`config.mk`:
```
export PLATFORM = sky130hd
export DESIGN_NAME = ah_arb_requester
export DESIGN_NICKNAME = d
export VERILOG_FILES = /design/src/rtl/ah_arb_pkg.sv /design/src/rtl/ah_sync_fifo.sv /design/src/rtl/ah_arb_requester.sv
export SDC_FILE = /design/constraint.sdc
export NUM_CORES = 1
export LEC_CHECK = 0
export ABC_AREA = 1
export CAP_MARGIN = 20
export CORE_MARGIN = 3
export CORE_UTILIZATION = 23
export CTS_BUF_LIST = sky130_fd_sc_hd__clkbuf_16
export DETAILED_ROUTE_END_ITERATION = 10
export GPL_TIMING_DRIVEN = 0
export SETUP_SLACK_MARGIN = 0.05
export SYNTH_ARGS = -nofsm -noshare
export SYNTH_HDL_FRONTEND = slang
export SYNTH_SLANG_ARGS = --single-unit
```
`constraint.sdc`:
```
create_clock -name clk -period 3.2 [get_ports clk]
set_clock_uncertainty 0.1 [all_clocks]
set_input_delay 0.64 -clock clk [delete_from_list [all_inputs] [get_ports clk]]
set_output_delay 0.64 -clock clk [all_outputs]
set_load 0.02 [all_outputs]
```
`src/rtl/ah_arb_pkg.sv`:
```
`default_nettype none
// ============================================================================
//  Module      : ah_arb_pkg
//  Description : Shared defaults and derived widths for the arbitrated
//                requester: client count, payload width, queue depth,
//                client-index width and occupancy-counter width.
//  Revision    : 1.0 - initial release
// ============================================================================
package ah_arb_pkg;

    localparam int DEF_NUM_CLIENTS = 4;
    localparam int DEF_DATA_W      = 8;
    localparam int DEF_DEPTH       = 4;

    // Width of an index that can name every value in [0, n-1], never below 1.
    function automatic int idx_width(input int n);
        return (n > 1) ? $clog2(n) : 1;
    endfunction

    localparam int DEF_ID_W  = idx_width(DEF_NUM_CLIENTS);
    // One extra bit so a full queue (count == DEPTH) differs from an empty one.
    localparam int DEF_CNT_W = $clog2(DEF_DEPTH) + 1;

endpackage : ah_arb_pkg
`default_nettype wire

```
`src/rtl/ah_sync_fifo.sv`:
```
`default_nettype none
// ============================================================================
//  Module      : ah_sync_fifo
//  Description : Single-clock FIFO with DEPTH entries (power of two, >= 2).
//                Full/empty/count are decoded from registered state only.
//  Ports       : clk, rst_n       - clock, async active-low reset
//                push_i, push_data_i - write strobe and data (ignored if full)
//                pop_i            - read strobe (ignored if empty)
//                full_o, empty_o  - status flags
//                count_o          - occupancy, $clog2(DEPTH)+1 bits
//                head_o           - oldest entry (valid when not empty)
//  Revision    : 1.0 - initial release
// ============================================================================
module ah_sync_fifo
    import ah_arb_pkg::*;
#(
    parameter int DATA_W = DEF_DATA_W,
    parameter int DEPTH  = DEF_DEPTH
) (
    input  logic                    clk,
    input  logic                    rst_n,
    input  logic                    push_i,
    input  logic [DATA_W-1:0]       push_data_i,
    input  logic                    pop_i,
    output logic                    full_o,
    output logic                    empty_o,
    output logic [$clog2(DEPTH):0]  count_o,
    output logic [DATA_W-1:0]       head_o
);

    localparam int PTR_W = $clog2(DEPTH);
    localparam int CNT_W = PTR_W + 1;

    logic [DATA_W-1:0] mem_q [DEPTH];
    logic [PTR_W-1:0]  wr_ptr_q, wr_ptr_d;
    logic [PTR_W-1:0]  rd_ptr_q, rd_ptr_d;
    logic [CNT_W-1:0]  count_q,  count_d;
    logic              w_push;
    logic              w_pop;

    assign full_o  = (count_q == CNT_W'(DEPTH));
    assign empty_o = (count_q == '0);
    assign count_o = count_q;
    assign head_o  = mem_q[rd_ptr_q];

    assign w_push = push_i & ~full_o;
    assign w_pop  = pop_i  & ~empty_o;

    // Pointers are PTR_W bits wide with DEPTH a power of two, so the plain
    // increment wraps modulo DEPTH.
    always_comb begin
        wr_ptr_d = wr_ptr_q;
        rd_ptr_d = rd_ptr_q;
        count_d  = count_q;
        if (w_push) begin
            wr_ptr_d = wr_ptr_q + PTR_W'(1);
        end
        if (w_pop) begin
            rd_ptr_d = rd_ptr_q + PTR_W'(1);
        end
        case ({w_push, w_pop})
            2'b10:   count_d = count_q + CNT_W'(1);
            2'b01:   count_d = count_q - CNT_W'(1);
            default: count_d = count_q;
        endcase
    end

    always_ff @(posedge clk or negedge rst_n) begin
        if (!rst_n) begin
            wr_ptr_q <= '0;
            rd_ptr_q <= '0;
            count_q  <= '0;
        end else begin
            wr_ptr_q <= wr_ptr_d;
            rd_ptr_q <= rd_ptr_d;
            count_q  <= count_d;
        end
    end

    // Storage carries no reset; pointers alone define which entries are live.
    always_ff @(posedge clk) begin
        if (w_push) begin
            mem_q[wr_ptr_q] <= push_data_i;
        end
    end

endmodule : ah_sync_fifo
`default_nettype wire

```
`src/rtl/ah_arb_requester.sv`:
```
`default_nettype none
// ============================================================================
//  Module      : ah_arb_requester
//  Description : Per-client command queues feeding a round-robin arbiter.
//                Requests reflect non-empty queues; a legal one-hot grant
//                pops that client's head and issues it one cycle later.
//                Illegal grants are flagged in sticky error bits.
//  Ports       : clk, rst_n     - clock, async active-low reset
//                in_valid/in_ready/in_data - per-client push handshake
//                req            - per-client request (queue non-empty)
//                gnt            - registered grant from the arbiter
//                out_valid/out_id/out_data - registered issued command
//                err_spurious   - sticky: grant to a non-requesting client
//                err_multi      - sticky: grant with more than one bit set
//                clr_err        - synchronous clear of both error flags
//  Revision    : 1.0 - initial release
// ============================================================================
module ah_arb_requester
    import ah_arb_pkg::*;
#(
    parameter int NUM_CLIENTS = DEF_NUM_CLIENTS,
    parameter int DATA_W      = DEF_DATA_W,
    parameter int DEPTH       = DEF_DEPTH
) (
    input  logic                             clk,
    input  logic                             rst_n,
    input  logic [NUM_CLIENTS-1:0]           in_valid,
    output logic [NUM_CLIENTS-1:0]           in_ready,
    input  logic [NUM_CLIENTS*DATA_W-1:0]    in_data,
    output logic [NUM_CLIENTS-1:0]           req,
    input  logic [NUM_CLIENTS-1:0]           gnt,
    output logic                             out_valid,
    output logic [idx_width(NUM_CLIENTS)-1:0] out_id,
    output logic [DATA_W-1:0]                out_data,
    output logic                             err_spurious,
    output logic                             err_multi,
    input  logic                             clr_err
);

    localparam int ID_W  = idx_width(NUM_CLIENTS);
    localparam int CNT_W = $clog2(DEPTH) + 1;

    logic [NUM_CLIENTS-1:0]        w_full;
    logic [NUM_CLIENTS-1:0]        w_empty;
    logic [NUM_CLIENTS-1:0]        w_pop;
    logic [NUM_CLIENTS*DATA_W-1:0] w_heads;
    logic [NUM_CLIENTS*CNT_W-1:0]  w_counts;

    logic                          w_multi_hot;
    logic                          w_spurious;
    logic                          w_pop_any;
    logic [ID_W-1:0]               w_pop_id;
    logic [DATA_W-1:0]             w_pop_data;

    logic                          out_valid_q, out_valid_d;
    logic [ID_W-1:0]               out_id_q,    out_id_d;
    logic [DATA_W-1:0]             out_data_q,  out_data_d;
    logic                          err_spur_q,  err_spur_d;
    logic                          err_multi_q, err_multi_d;

    // ---------------------------------------------------------------------
    //  Per-client queues
    // ---------------------------------------------------------------------
    for (genvar gi = 0; gi < NUM_CLIENTS; gi++) begin : g_client
        ah_sync_fifo #(
            .DATA_W (DATA_W),
            .DEPTH  (DEPTH)
        ) u_fifo (
            .clk         (clk),
            .rst_n       (rst_n),
            .push_i      (in_valid[gi] & in_ready[gi]),
            .push_data_i (in_data[gi*DATA_W +: DATA_W]),
            .pop_i       (w_pop[gi]),
            .full_o      (w_full[gi]),
            .empty_o     (w_empty[gi]),
            .count_o     (w_counts[gi*CNT_W +: CNT_W]),
            .head_o      (w_heads[gi*DATA_W +: DATA_W])
        );
    end : g_client

    // Both vectors come straight from FIFO registers; gnt never reaches them.
    assign in_ready = ~w_full;
    assign req      = ~w_empty;

    // ---------------------------------------------------------------------
    //  Grant check and pop select
    // ---------------------------------------------------------------------
    // x & (x-1) clears the lowest set bit; anything left means multi-hot.
    assign w_multi_hot = |(gnt & (gnt - NUM_CLIENTS'(1)));
    assign w_spurious  = |(gnt & ~req);

    // A pop needs a clean one-hot grant landing on a requesting client.
    assign w_pop     = (w_multi_hot || w_spurious) ? '0 : (gnt & req);
    assign w_pop_any = |w_pop;

    always_comb begin
        w_pop_id   = '0;
        w_pop_data = '0;
        for (int i = 0; i < NUM_CLIENTS; i++) begin
            if (w_pop[i]) begin
                w_pop_id   = ID_W'(i);
                w_pop_data = w_heads[i*DATA_W +: DATA_W];
            end
        end
    end

    // ---------------------------------------------------------------------
    //  Output and error registers
    // ---------------------------------------------------------------------
    always_comb begin
        out_valid_d = w_pop_any;
        out_id_d    = out_id_q;
        out_data_d  = out_data_q;
        if (w_pop_any) begin
            out_id_d   = w_pop_id;
            out_data_d = w_pop_data;
        end
        // A fresh error event takes priority over a clear in the same cycle.
        err_spur_d  = w_spurious  | (err_spur_q  & ~clr_err);
        err_multi_d = w_multi_hot | (err_multi_q & ~clr_err);
    end

    always_ff @(posedge clk or negedge rst_n) begin
        if (!rst_n) begin
            out_valid_q <= 1'b0;
            out_id_q    <= '0;
            out_data_q  <= '0;
            err_spur_q  <= 1'b0;
            err_multi_q <= 1'b0;
        end else begin
            out_valid_q <= out_valid_d;
            out_id_q    <= out_id_d;
            out_data_q  <= out_data_d;
            err_spur_q  <= err_spur_d;
            err_multi_q <= err_multi_d;
        end
    end

    assign out_valid    = out_valid_q;
    assign out_id       = out_id_q;
    assign out_data     = out_data_q;
    assign err_spurious = err_spur_q;
    assign err_multi    = err_multi_q;

    // Occupancy is exported by each queue for observability; the top only
    // needs the full/empty decodes.
    logic w_unused_counts;
    assign w_unused_counts = ^w_counts;

endmodule : ah_arb_requester
`default_nettype wire

```
==> impl_metrics.csv <==
group,metric,value,unit
power_and_ir_drop,powerDensity,908,nW/um2
global_route,grt_pass1_wl,26.8,mm
logic_synthesis,syn_avg_cell_area,11.0,um2
cts,cts_buffer_depth,2,
critical_path,required,3.40,ns
floorplanning,num_io_pins,64,
global_route,grtUsageTotal,9.95,%
sta,fin_crit_sh,88.8,%
critical_path,end_kind,"register",
drt,drcViolationCount,0,
sta,tightest_slew,0.863,ns
critical_path,slowest_delay,0.59,ns
sta,slew_headroom,42.3,%
global_route,grt_pass1_vias,4834,
floorplanning,rows,65,
sta,setup_viol,0,
cts,htree_levels,4,
global_route,grt_start_max_net_pins,31,
cts,clock-root-buffer,"clkbuf_16",
sta,slew_viol_final,0,
final_layout,antenna_cells,0,
placement,dp_hpwl,12.2,mm
floorplanning,initial_utilization,23.7,%
power_and_ir_drop,ir_drop,434,uV
drt,dr.pass1.iters,4,
floorplanning,core_region_area,32000,um2
drt,vias,4874,
logic_synthesis,yosysWarnings,0,
drt,routedWlPerCell,14.1,um
logic_synthesis,syn_inst,691,
drt,antenna_left,0,
run_status,outcome,"finished clean",
sta,maxClockFrequency,352,MHz
cts,clk_pin_slew,0.07,ns
critical_path,start_kind,"primary input",
logic_synthesis,ys_types,32,
cts,clock_sink_count,169,
critical_path,worstPathMaxFanout,10,
floorplanning,fp.dieH,188,um
critical_path,crit_top_cell,"inv_1",
global_route,globalRouteOverflowTotal,0,
critical_path,slowest_stage,"clkdlybuf4s50_1",
critical_path,criticalPathCategory,"in -> reg",
placement,portBuffers,63,
sta,rsz0062_at_grt,"false",
placement,dp_cells,1190,
sta,hold_viol,0,
logic_synthesis,syn_nets,758,
cts,cts_tree,"built",
flow_run,cap_violations,0,
cts,cts_setup_buffers,0,
final_layout,final_nets,841,
power_and_ir_drop,leakage,0.00378,uW
cts,holdBufCountCts,0,
floorplanning,chipWidth,188,um
logic_synthesis,syn_area,7580,um2
drt,via_per_inst,3.99,
critical_path,crit_path_cell_trace,"clkdlybuf4s50_1 > inv_1 > a21oi_4 > inv_1 > nor2_2 > ha_1 > inv_1 > fa_1 > a21oi_1 > o21ai_0 > xor2_1",
cts,cts_resized,0,
final_layout,fin_cells,1222,
logic_synthesis,ys_seq_area_share,64.2,%
drt,initialDrtViolationCount,394,
final_layout,drive_gt1_share,10.2,%
drt,drt_wl_total,17.2,mm
min_path,hp-class,"in -> async",
final_layout,area_delta_synth_final,23.3,%
final_layout,post-route-util,29.2,%
critical_path,cp.arrival,3.04,ns
placement,gp_congestion,0.803,
global_route,antenna_found_initial,0,
floorplanning,die-area,35200,um2
cts,cts_made_buffers,17,
sta,min_period,2.84,ns
cts,clock_latency,0.43,ns
logic_synthesis,ys_ff_latch,169,
## cells in the final DEF (no fill, tap or decap), types with 3 or more instances in the layout
cell type        netlist  routed
clkbuf_16              0      17
o22ai_1               12      12
clkdlybuf4s50_1        0      62
nand3_1               37      37
xnor2_1                4       4
nor2_1                95      95
nand2_1              121     121
nand2_2                4       4
nand3_2                3       3
nor2_4                 4       4
dfrtp_1               41      41
xor2_1                16      16
nor2_2                 6       6
or2_2                  8       8
a21oi_1                7       7
buf_4                  3       3
ha_1                  20      20
inv_1                 91      93
nand4_1               16      16
fa_1                   4       4
clkbuf_1               5       5
edfxtp_1             128     128
clkinv_4               0       3
o21ai_0               38      38
buf_2                 12      13
o22a_1                 4       4
## worst paths after layout
check                      cells after the start                             end                     startpoint  slack (ns)
setup / recovery                              11   g_client[0].u_fifo.count_o[2]                         gnt[0]        0.36
hold / removal                                 1  g_client[0].u_fifo.wr_ptr_q[0]                          rst_n        0.04
setup reg to reg                              14   g_client[2].u_fifo.count_o[2]  g_client[2].u_fifo.count_o[0]        0.75
hold reg to reg                                2                       err_multi                      err_multi        0.42
max in group asynchronous                      2                     out_data[5]                          rst_n        2.45
min in group clk                               2                       err_multi                      err_multi        0.42
## registers in the layout, summed over array words and instances (netlist names)
register	count
g_client.u_fifo.mem_q	128
g_client.u_fifo.rd_ptr_q	8
err_multi	1
out_id	2
out_data	8
out_valid	1
g_client.u_fifo.count_o	12
err_spurious	1
g_client.u_fifo.wr_ptr_q	8
## worst max-delay path: cells and delay by family
family | cells | cell delay [ns]
simple gates | 1 | 0.23
buf+inv | 4 | 0.87
xor+xnor | 1 | 0.15
fa+ha+maj | 2 | 0.58
compound gates | 3 | 0.56
## power breakdown
part / internal (uW) / switching (uW) / total [uW]
clock network: 1160 / 890 / 2050
registers: 2990 / 314 / 3300
logic: 1130 / 2010 / 3140
total: 5280 / 3220 / 8490
## final cells by class
cell class / count / area (um2)
sequential: 169 / 4870
multi-input combinational: 407 / 2230
clock buffer: 17 / 425
tap: 435 / 544
clock inverter: 15 / 154
timing repair buffer: 64 / 646
inverter: 92 / 345
fill: 3322 / 22700
buffer: 23 / 139
## through the flow
step | total power [uW] | setup TNS [ns] | hold slack (ns) | cell area (um2) | setup slack, ns
floorplan | 5370 | 0 | 0.244 | 7580 | 0.842
global placement | 6430 | 0 | 0.411 | 8760 | 0.0352
detailed placement | 6510 | -0.0591 | 0.416 | 8770 | -0.0591
CTS | 8570 | 0 | 0.0259 | 9350 | 0.398
global route | 9100 | 0 | 0.0279 | 9350 | 0.259
finish | 8490 | 0 | 0.0372 | 9350 | 0.359
## cells in the mapped netlist
| cell | n | area share [%] |
|---|---|---|
| a21oi_1 | 7 | 0.46 |
| a21oi_4 | 2 | 0.43 |
| buf_2 | 12 | 0.79 |
| buf_4 | 3 | 0.30 |
| buf_6 | 2 | 0.30 |
| buf_8 | 1 | 0.20 |
| clkbuf_1 | 5 | 0.25 |
| dfrtp_1 | 41 | 14 |
| edfxtp_1 | 128 | 51 |
| fa_1 | 4 | 1.1 |
| ha_1 | 20 | 3.3 |
| inv_1 | 91 | 4.5 |
| inv_2 | 1 | 0.049 |
| mux2_2 | 2 | 0.30 |
| nand2_1 | 121 | 6.0 |
| nand2_2 | 4 | 0.33 |
| nand3_1 | 37 | 2.4 |
| nand3_2 | 3 | 0.40 |
| nand3_4 | 1 | 0.23 |
| nand4_1 | 16 | 1.3 |
| nor2_1 | 95 | 4.7 |
| nor2_2 | 6 | 0.49 |
| nor2_4 | 4 | 0.59 |
| o211ai_1 | 1 | 0.099 |
| o211ai_4 | 1 | 0.28 |
| o21ai_0 | 38 | 2.5 |
| o21ai_1 | 1 | 0.066 |
| o22a_1 | 4 | 0.46 |
| o22ai_1 | 12 | 0.99 |
| or2_2 | 8 | 0.66 |
| xnor2_1 | 4 | 0.46 |
| xor2_1 | 16 | 1.8 |
## per-layer routing
metal	vias to the layer above	share of wire (%)	global-route usage, %
li1	2445	-	-
met1	2309	47	13.4
met2	104	47	15.7
met3	16	5.0	2.79
met4	0	1.1	2.86
met5	-	0	0
## cell families after synthesis
logic type | synth area share [%]
buf+inv | 6.38
xor+xnor | 2.31
simple gates | 17.2
fa+ha+maj | 4.36
flops | 64.2
mux | 0.297
compound gates | 5.30
Note: power is estimated with default switching activity, not from simulation.
